$ cat src/rtl/gemm_pkg.sv
// Shared defaults and FSM state type for the GEMM output streaming slice.
package gemm_pkg;

  localparam int unsigned GEMM_DW    = 32;
  localparam int unsigned GEMM_DEPTH = 16;
  localparam int unsigned GEMM_MAXW  = 64;

  typedef enum logic [0:0] {
    IDLE = 1'b0,
    RUN  = 1'b1
  } state_e;

endpackage

$ cat src/rtl/gemm_fwft_fifo.sv
// First-word-fall-through result FIFO: the head word is visible on data_o
// the cycle after it is written into an empty FIFO.
module gemm_fwft_fifo
  import gemm_pkg::*;
#(
  parameter int unsigned DW    = GEMM_DW,
  parameter int unsigned DEPTH = GEMM_DEPTH
) (
  input  logic          clk_i,
  input  logic          rst_i,
  input  logic          push_i,
  input  logic          pop_i,
  input  logic [DW-1:0] data_i,
  output logic [DW-1:0] data_o,
  output logic          full_o,
  output logic          empty_o
);

  localparam int unsigned AW = (DEPTH > 1) ? $clog2(DEPTH) : 1;

  logic [DW-1:0] mem_q [DEPTH];
  logic [AW-1:0] wptr_q, wptr_d;
  logic [AW-1:0] rptr_q, rptr_d;
  logic [AW:0]   cnt_q, cnt_d;
  logic          do_push, do_pop;

  // Occupancy counter, not pointer comparison, separates full from empty.
  assign full_o  = (cnt_q == (AW+1)'(DEPTH));
  assign empty_o = (cnt_q == '0);
  assign do_push = push_i & ~full_o;
  assign do_pop  = pop_i & ~empty_o;
  assign data_o  = mem_q[rptr_q];

  always_comb begin
    wptr_d = wptr_q;
    rptr_d = rptr_q;
    cnt_d  = cnt_q;
    if (do_push) wptr_d = wptr_q + 1'b1;
    if (do_pop)  rptr_d = rptr_q + 1'b1;
    case ({do_push, do_pop})
      2'b10:   cnt_d = cnt_q + 1'b1;
      2'b01:   cnt_d = cnt_q - 1'b1;
      default: cnt_d = cnt_q;
    endcase
  end

  always_ff @(posedge clk_i or posedge rst_i) begin
    if (rst_i) begin
      wptr_q <= '0;
      rptr_q <= '0;
      cnt_q  <= '0;
    end else begin
      wptr_q <= wptr_d;
      rptr_q <= rptr_d;
      cnt_q  <= cnt_d;
    end
  end

  always_ff @(posedge clk_i) begin
    if (do_push) mem_q[wptr_q] <= data_i;
  end

endmodule

$ cat src/rtl/gemm_out_stream.sv
// Streams a fixed-size burst of compute-core results out over AXI-Stream,
// buffering through a FWFT FIFO and framing the burst with TLAST/done.
module gemm_out_stream
  import gemm_pkg::*;
#(
  parameter int unsigned DW    = GEMM_DW,
  parameter int unsigned DEPTH = GEMM_DEPTH,
  parameter int unsigned MAXW  = GEMM_MAXW
) (
  input  logic            clk,
  input  logic            reset,
  input  logic            start,
  input  logic [6:0]      size,
  input  logic            res_valid,
  input  logic [DW-1:0]   res_data,
  output logic            res_ready,
  output logic            M_AXIS_TVALID,
  output logic [DW-1:0]   M_AXIS_TDATA,
  output logic [DW/8-1:0] M_AXIS_TSTRB,
  output logic            M_AXIS_TLAST,
  input  logic            M_AXIS_TREADY,
  output logic            busy,
  output logic            done
);

  state_e        state_q, state_d;
  logic [6:0]    size_q, size_d;
  logic [6:0]    in_cnt_q, in_cnt_d;
  logic [6:0]    out_cnt_q, out_cnt_d;
  logic          done_q, done_d;

  logic          fifo_full, fifo_empty;
  logic [DW-1:0] fifo_head;
  logic          push, pop, start_ok, hs_last;

  gemm_fwft_fifo #(
    .DW    (DW),
    .DEPTH (DEPTH)
  ) u_fifo (
    .clk_i   (clk),
    .rst_i   (reset),
    .push_i  (push),
    .pop_i   (pop),
    .data_i  (res_data),
    .data_o  (fifo_head),
    .full_o  (fifo_full),
    .empty_o (fifo_empty)
  );

  // Sizes outside 1..MAXW are treated like size 0 and leave the block idle.
  assign start_ok = start & (state_q == IDLE) & (size != '0) & (32'(size) <= MAXW);

  assign res_ready     = (state_q == RUN) & ~fifo_full & (in_cnt_q < size_q);
  assign push          = res_valid & res_ready;
  assign M_AXIS_TVALID = ~fifo_empty;
  assign M_AXIS_TDATA  = M_AXIS_TVALID ? fifo_head : '0;
  assign M_AXIS_TSTRB  = '1;
  assign M_AXIS_TLAST  = M_AXIS_TVALID & (out_cnt_q == size_q - 7'd1);
  assign pop           = M_AXIS_TVALID & M_AXIS_TREADY;
  assign hs_last       = pop & M_AXIS_TLAST;
  assign busy          = (state_q == RUN);
  assign done          = done_q;

  always_comb begin
    state_d   = state_q;
    size_d    = size_q;
    in_cnt_d  = in_cnt_q;
    out_cnt_d = out_cnt_q;
    done_d    = hs_last;
    case (state_q)
      IDLE: begin
        if (start_ok) begin
          state_d   = RUN;
          size_d    = size;
          in_cnt_d  = '0;
          out_cnt_d = '0;
        end
      end
      RUN: begin
        in_cnt_d  = in_cnt_q + {6'd0, push};
        out_cnt_d = out_cnt_q + {6'd0, pop};
        if (hs_last) state_d = IDLE;
      end
      default: state_d = IDLE;
    endcase
  end

  always_ff @(posedge clk or posedge reset) begin
    if (reset) begin
      state_q   <= IDLE;
      size_q    <= '0;
      in_cnt_q  <= '0;
      out_cnt_q <= '0;
      done_q    <= 1'b0;
    end else begin
      state_q   <= state_d;
      size_q    <= size_d;
      in_cnt_q  <= in_cnt_d;
      out_cnt_q <= out_cnt_d;
      done_q    <= done_d;
    end
  end

endmodule
$ cat config.mk
export PLATFORM = sky130hd
export DESIGN_NAME = gemm_out_stream
export DESIGN_NICKNAME = d
export VERILOG_FILES = /design/src/rtl/gemm_pkg.sv /design/src/rtl/gemm_fwft_fifo.sv /design/src/rtl/gemm_out_stream.sv
export SDC_FILE = /design/constraint.sdc
export NUM_CORES = 1
export LEC_CHECK = 0
export BUFFER_PORTS_ARGS = -buffer_cell sky130_fd_sc_hd__buf_2
export CORE_MARGIN = 2
export CORE_UTILIZATION = 35
export DETAILED_ROUTE_END_ITERATION = 12
export PLACE_DENSITY = 0.55
export SYNTH_ARGS = -nofsm -noshare
export SYNTH_HDL_FRONTEND = slang
export SYNTH_HIERARCHICAL = 1
export SYNTH_SLANG_ARGS = --single-unit
$ cat constraint.sdc
create_clock -name clk -period 5.6 [get_ports clk]
set_clock_uncertainty 0.1 [all_clocks]
set_input_delay 0.84 -clock clk [delete_from_list [all_inputs] [get_ports clk]]
set_output_delay 0.84 -clock clk [all_outputs]
set_load 0.01 [all_outputs]
# Word level (Yosys, flattened, before mapping)
# Memories as Yosys holds them, arrays and structs flattened.
# Cells that the tools add are included.
# W data, S select, Z words.
[totals]
mem_count = 1
regBits = 36
elab_cells = 51
ram_bits = 512
[op_classes]
n_reduce_logical = 4
eq_ne = 5
n_bitwise = 14
addsub = 7
mux = 10
magnitude_cmp = 2
[memory_table]
columns = ["name", "words", "word_bits", "rd", "rd_clocked_by_memory_dff", "write_ports", "line", "text"]
rows = [
  ["u_fifo.mem_q", 16, 32, 1, 0, 1, "gemm_fwft_fifo.sv:21", "logic [DW-1:0] mem_q [DEPTH];"],
]
[op_table]
columns = ["op", "count"]
rows = [
  ["$mux W32", 1],
  ["$pmux W7 S2", 2],
  ["$add A7 B1 Y7", 2],
  ["$and A1 B1 Y1", 11],
  ["$pmux W5 S2", 1],
  ["$add A4 B1 Y4 const B", 2],
  ["$eq A7 B7 Y1", 1],
  ["$le A7 B7 Y1 const B", 1],
  ["$lt A7 B7 Y1", 1],
  ["$mux W7", 1],
  ["$reduce_bool A7 Y1", 1],
  ["$sub A7 B1 Y7 const B", 1],
  ["$add A5 B1 Y5 const B", 1],
  ["$eq A5 B5 Y1 const B", 1],
  ["$logic_not A5 Y1", 1],
  ["$sub A5 B1 Y5 const B", 1],
  ["$mux W1", 4],
  ["$not A1 Y1", 3],
  ["$eq A2 B1 Y1 const B", 1],
  ["$eq A2 B2 Y1 const B", 1],
  ["$ne A2 B2 Y1 const B", 1],
  ["$pmux W1 S2", 1],
  ["$reduce_and A2 Y1", 1],
  ["$reduce_bool A2 Y1", 1],
]

# Depth between registers and ports, before layout
[logic_depth]
depth_word = 8
ltp_mapped = 17
mapped_depth_nobuf = 16

# Modules after synthesis
# The synthesis kept the hierarchy.
[by_module_without_submodules]
columns = ["mod", "instances", "cells_per_inst", "seq_area_each_um2", "area_each_um2"]
rows = [
  ["gemm_fwft_fifo", 1, 1013, 15700.1, 20422.1],
  ["gemm_out_stream", 1, 190, 575.6, 1674.1],
]

# Worst setup path before layout
# OpenSTA, ideal clock, no wires.
[synth_path]
path_type = "register to register"
from = "register size_q[6]"
to = "memory u_fifo/mem_q[3][0] in the netlist's numbering (enable)"
path_slack_ns = 0.923
stages_incl_launch_ff = 10
n_path_buf = 1
arrival_time_ns = 4.116
t_required_ns = 5.039
setup_ns = 0.461
period_less_slack_ns = 4.677
path_cell_list = "dfrtp_1 > inv_1 > ha_1 > a2111oi_0 > o21ai_0 > a211oi_1 > and2_1 > buf_2 > nand2_1 > nor3_1"
[synth_via]
elab_chain_len = 6
[synth_rtl]
columns = ["item", "line", "text"]
rows = [
  ["start, declared", "gemm_out_stream.sv:27", "logic [6:0] size_q, size_d;"],
  ["start signal, assigned", "gemm_out_stream.sv:97", "size_q <= size_d;"],
  ["$lt A7 B7 Y1", "gemm_out_stream.sv:53", "assign res_ready = (state_q == RUN) & ~fifo_full & (in_cnt_q < size_q);"],
  ["$and A1 B1 Y1", "gemm_out_stream.sv:53", ""],
  ["$and A1 B1 Y1", "gemm_out_stream.sv:54", "assign push = res_valid & res_ready;"],
  ["net push", "gemm_out_stream.sv:34", "logic push, pop, start_ok, hs_last;"],
  ["$and A1 B1 Y1", "gemm_fwft_fifo.sv:30", "assign do_push = push_i & ~full_o;"],
  ["$mux W1", "gemm_fwft_fifo.sv:60", "if (do_push) mem_q[wptr_q] <= data_i;"],
  ["$mux W1 (not written as such)", "gemm_fwft_fifo.sv:60", ""],
  ["end, declared", "gemm_fwft_fifo.sv:21", ""],
]
# The timed path passes the listed nets, and every way through them passes these cells.

# Final worst setup path
[layout_path]
from = "register u_fifo.rptr_q[0]"
to = "output port M_AXIS_TDATA[25]"
[layout_via]
elab_chain_len = 2
[layout_rtl]
columns = ["item", "line", "text"]
rows = [
  ["start, declared", "gemm_fwft_fifo.sv:23", "logic [AW-1:0] rptr_q, rptr_d;"],
  ["start signal, assigned", "gemm_fwft_fifo.sv:54", "rptr_q <= rptr_d;"],
  ["$mem_v2 Z16 W32", "-", ""],
  ["net fifo_head[25]", "gemm_out_stream.sv:33", "logic [DW-1:0] fifo_head;"],
  ["$mux W32", "gemm_out_stream.sv:56", "assign M_AXIS_TDATA = M_AXIS_TVALID ? fifo_head : '0;"],
  ["end, declared", "gemm_out_stream.sv:18", "output logic [DW-1:0] M_AXIS_TDATA,"],
]
# The timed path passes the listed nets, and every way through them passes these cells.

==> metrics.csv <==
stage,metric,value,unit
timing,Worst-Margin Slew,1.27,ns
final_layout,layout cells sized above 1,20.5,%
final_layout,Antenna Cells,0,
timing,Final setup viols,0,
worst_setup_path,CP max stage delay,0.78,ns
timing,Worst slew margin,15.0,%
worst_setup_path,crit-path cells,buf_4 -> buf_4 -> mux4_2 -> a22oi_1 -> nand2_1 -> nor2b_1 -> buf_2,
power,Total Power,13.5,mW
worst_setup_path,worst reg2reg startpoint,busy,
timing,fmax,226,MHz
worst_setup_path,Reg2Reg Depth,7,
final_layout,fin util,40.3,%
yosys,Post-synth EDFFs,512,
floorplan,IO Pins,85,
power,Sw Ratio,33.5,%
yosys,Cells after Synth,1203,
power,Clock power frac,27.2,%
global_routing,GR Util All Layers,15.8,%
power,NetSw,4.51,mW
floorplan,initial core utilization,35.2,%
yosys,Mean Syn Cell Area,18.4,um2
timing,Tcrit/Tclk final,79.2,%
timing,final setup TNS,0,ns
final_layout,Nets,1368,
place,Final GP Congestion,0.720,
global_routing,initial antenna violation count,1,
clock_network,TritonCTS clock tree,done,
global_routing,first-pass GRT wire length,76100,um
power,worst vdd ir,0.291,mV
yosys,cell area after synthesis,22100,um2
clock_network,Clock transition at path regs,0.06,ns
worst_setup_path,CP startpoint kind,flip-flop,
power,Internal Power,8.97,mW
detailed_routing,vias per inst,5.14,
timing,Pins Over Slew Limit,0,
place,Placed Area,23500,um2
yosys,Yosys reg bits,548,
worst_setup_path,Critical Path End Type,output pin,
place,post-DP HPWL,29600,um
worst_setup_path,Buf/Inv on CP,3,
clock_network,clock tree root driver cell,clkbuf_16,
floorplan,Site Rows,92,
floorplan,die footprint,65200,um2
run_status,status,"finished, final reports clean",
final_layout,area growth from synthesis to layout,14.4,%
yosys,library cells used by synthesis,51,
detailed_routing,per-cell routed wire length,23.1,um
floorplan,Die H,255,um
detailed_routing,DR pass1 iterations,4,
final_layout,post-route design area,25300,um2
worst_setup_path,CP max-delay cell,dfrtp_4,
detailed_routing,Residual DRC,0,
clock_network,number of CTS-inserted buffers,57,
flow_run,maxcap violations,0,
detailed_routing,DR iter-0 viols,1010,
timing,Final min period,4.43,ns
worst_setup_path,"delay-heaviest family, CP",buffers and inverters,
floorplan,Die Span X,255,um
clock_network,CTS Hold Bufs,0,
power,pwr/cell area,533,nW/um2
worst_setup_path,r2r setup slk,1.42,ns
global_routing,vias in the first global route,11600,
power,Leak,8.59,nW
yosys,Post-synth top flop,edfxtp_1,
yosys,Post-synth ARST share,6.57,%
clock_network,Sink Count,548,
floorplan,core footprint,62700,um2
detailed_routing,overall routed net length,50600,um
clock_network,Clock Path Buffers,3,
yosys,sequential-to-total area share from yosys stat,73.7,%
detailed_routing,Antenna Violating Nets Remaining,0,
clock_network,H-tree depth,2,
yosys,Ys Warns,6,
timing,RSZ-0062 raised after global routing,false,
place,Port-buffer cells,80,
global_routing,Overflow after GRT,0,
worst_setup_path,reg2reg end,u_fifo/mem_q[4][12],
global_routing,largest net degree at the start of global routing,67,
clock_network,Post-CTS Setup Inserts,0,
power,Seq pwr share,39.4,%
timing,final hold viol count,0,
clock_network,PostCTS Resize Cnt,0,
worst_setup_path,most frequent CP cell,buf_4,
timing,hold_ws,0.208,ns
worst_setup_path,Arrival @ worst endpoint,3.49,ns
worst_setup_path,"Req. time, crit path",4.66,ns
clock_network,worst skew pair latency,0.61,ns
power,Comb power frac,33.5,%
worst_setup_path,Crit Path Max Fanout,31,
worst_setup_path,crit path kind,reg2out,
hold_path,HP Class,in2async,
detailed_routing,Vias,11300,
==> Yosys cell counts, types with 3 or more instances <==
master,count,share of area [%]
edfxtp_1,512,70
mux4_2,60,6.1
buf_4,7,0.24
mux4_1,4,0.48
dfrtp_1,36,4.1
nor2b_1,36,1.0
nand3_1,11,0.25
a221oi_1,64,2.5
nand2_1,59,1.0
nor2_1,17,0.29
a21o_1,3,0.10
buf_6,8,0.41
o22ai_1,3,0.085
xnor2_1,18,0.71
o21ai_0,46,1.0
buf_8,8,0.54
a21oi_1,7,0.16
mux2_2,8,0.41
mux2i_1,129,5.8
buf_2,19,0.43
inv_1,24,0.41
xor2_1,6,0.24
a22oi_1,32,1.1
ha_1,20,1.1
nand2b_1,4,0.11
a31oi_1,3,0.085
nor3_1,8,0.18
clkbuf_1,24,0.41
==> state kept, by name, summed over array words and instances, names as in the netlist <==
register and cells:
out_cnt_q 7, busy 1, u_fifo/wptr_q 4, done 1, size_q 7, u_fifo/mem_q 512
u_fifo/cnt_q 5, in_cnt_q 7, u_fifo/rptr_q 4
==> worst max path at each step <==
stage                                 from                    to  slack, ns  depth (start not counted)
after floorplan                  size_q[6]    u_fifo/mem_q[3][0]       0.92                          9
after global placement                busy  u_fifo/mem_q[11][14]       1.51                          7
after detailed placement              busy  u_fifo/mem_q[11][14]       1.42                          7
after CTS                 u_fifo/rptr_q[0]      M_AXIS_TDATA[25]       1.09                          7
after global routing                  busy   u_fifo/mem_q[11][9]       0.86                          7
final                     u_fifo/rptr_q[0]      M_AXIS_TDATA[25]       1.17                          7
==> cells by family after synthesis <==
logic type / count (synthesis) / synth area share [%]
compound gates: 166 / 5.42
xor+xnor: 24 / 0.951
fa+ha+maj: 21 / 1.22
buf+inv: 92 / 2.47
flops: 548 / 73.7
mux: 201 / 12.8
other cells: 1 / 0.0170
simple gates: 150 / 3.41
==> final cells by class <==
cell class	count	area, um2
tap	846	1060
inverter	24	90.1
fill	5593	37500
sequential	548	16300
multi-input combinational	566	5410
clock inverter	32	250
clock buffer	74	1560
timing repair buffer	106	621
==> power groups by stage <==
stage | clock network [mW] | logic [mW] | registers [mW]
final | 3.66 | 4.51 | 5.31
after global routing | 3.93 | 4.95 | 5.36
after CTS | 3.77 | 4.61 | 5.31
after detailed placement | 0 | 4.60 | 5.39
after global placement | 0 | 4.58 | 5.38
after floorplan | 0 | 3.25 | 5.23
==> through the flow <==
| step | worst slack [ns] | cells |
|---|---|---|
| after global placement | 1.51 | 2090 |
| after floorplan | 0.923 | 1206 |
| final | 1.17 | 2196 |
| after global routing | 0.862 | 2196 |
| after detailed placement | 1.42 | 2090 |
| after CTS | 1.09 | 2196 |
==> per-layer routing <==
layer | vias to the layer above | track usage [%] | part of all wire [%]
li1 | 5050 | - | -
met1 | 5940 | 21.8 | 45
met3 | 65 | 3.03 | 4.7
met4 | 0 | 3.54 | 1.6
met5 | - | 0 | 0
met2 | 231 | 26.2 | 49
==> layout by cell type, fill, tap and decap left out, drive strengths merged, types with 3 or more instances in the layout <==
master / n
ha: 20
nor2b: 36
mux2: 8
nand2b: 4
conb: 4
a21oi: 7
mux4: 64
nand2: 59
mux2i: 129
inv: 26
edfxtp: 512
bufinv: 4
nor3: 8
xor2: 6
clkbuf: 74
clkinv: 26
xnor2: 18
a21o: 3
dfrtp: 36
buf: 106
a22oi: 32
a221oi: 64
nand3: 11
nor2: 17
o21ai: 46
a31oi: 3
o22ai: 3
nor4: 3
Note: power is estimated with default switching activity, not from simulation.
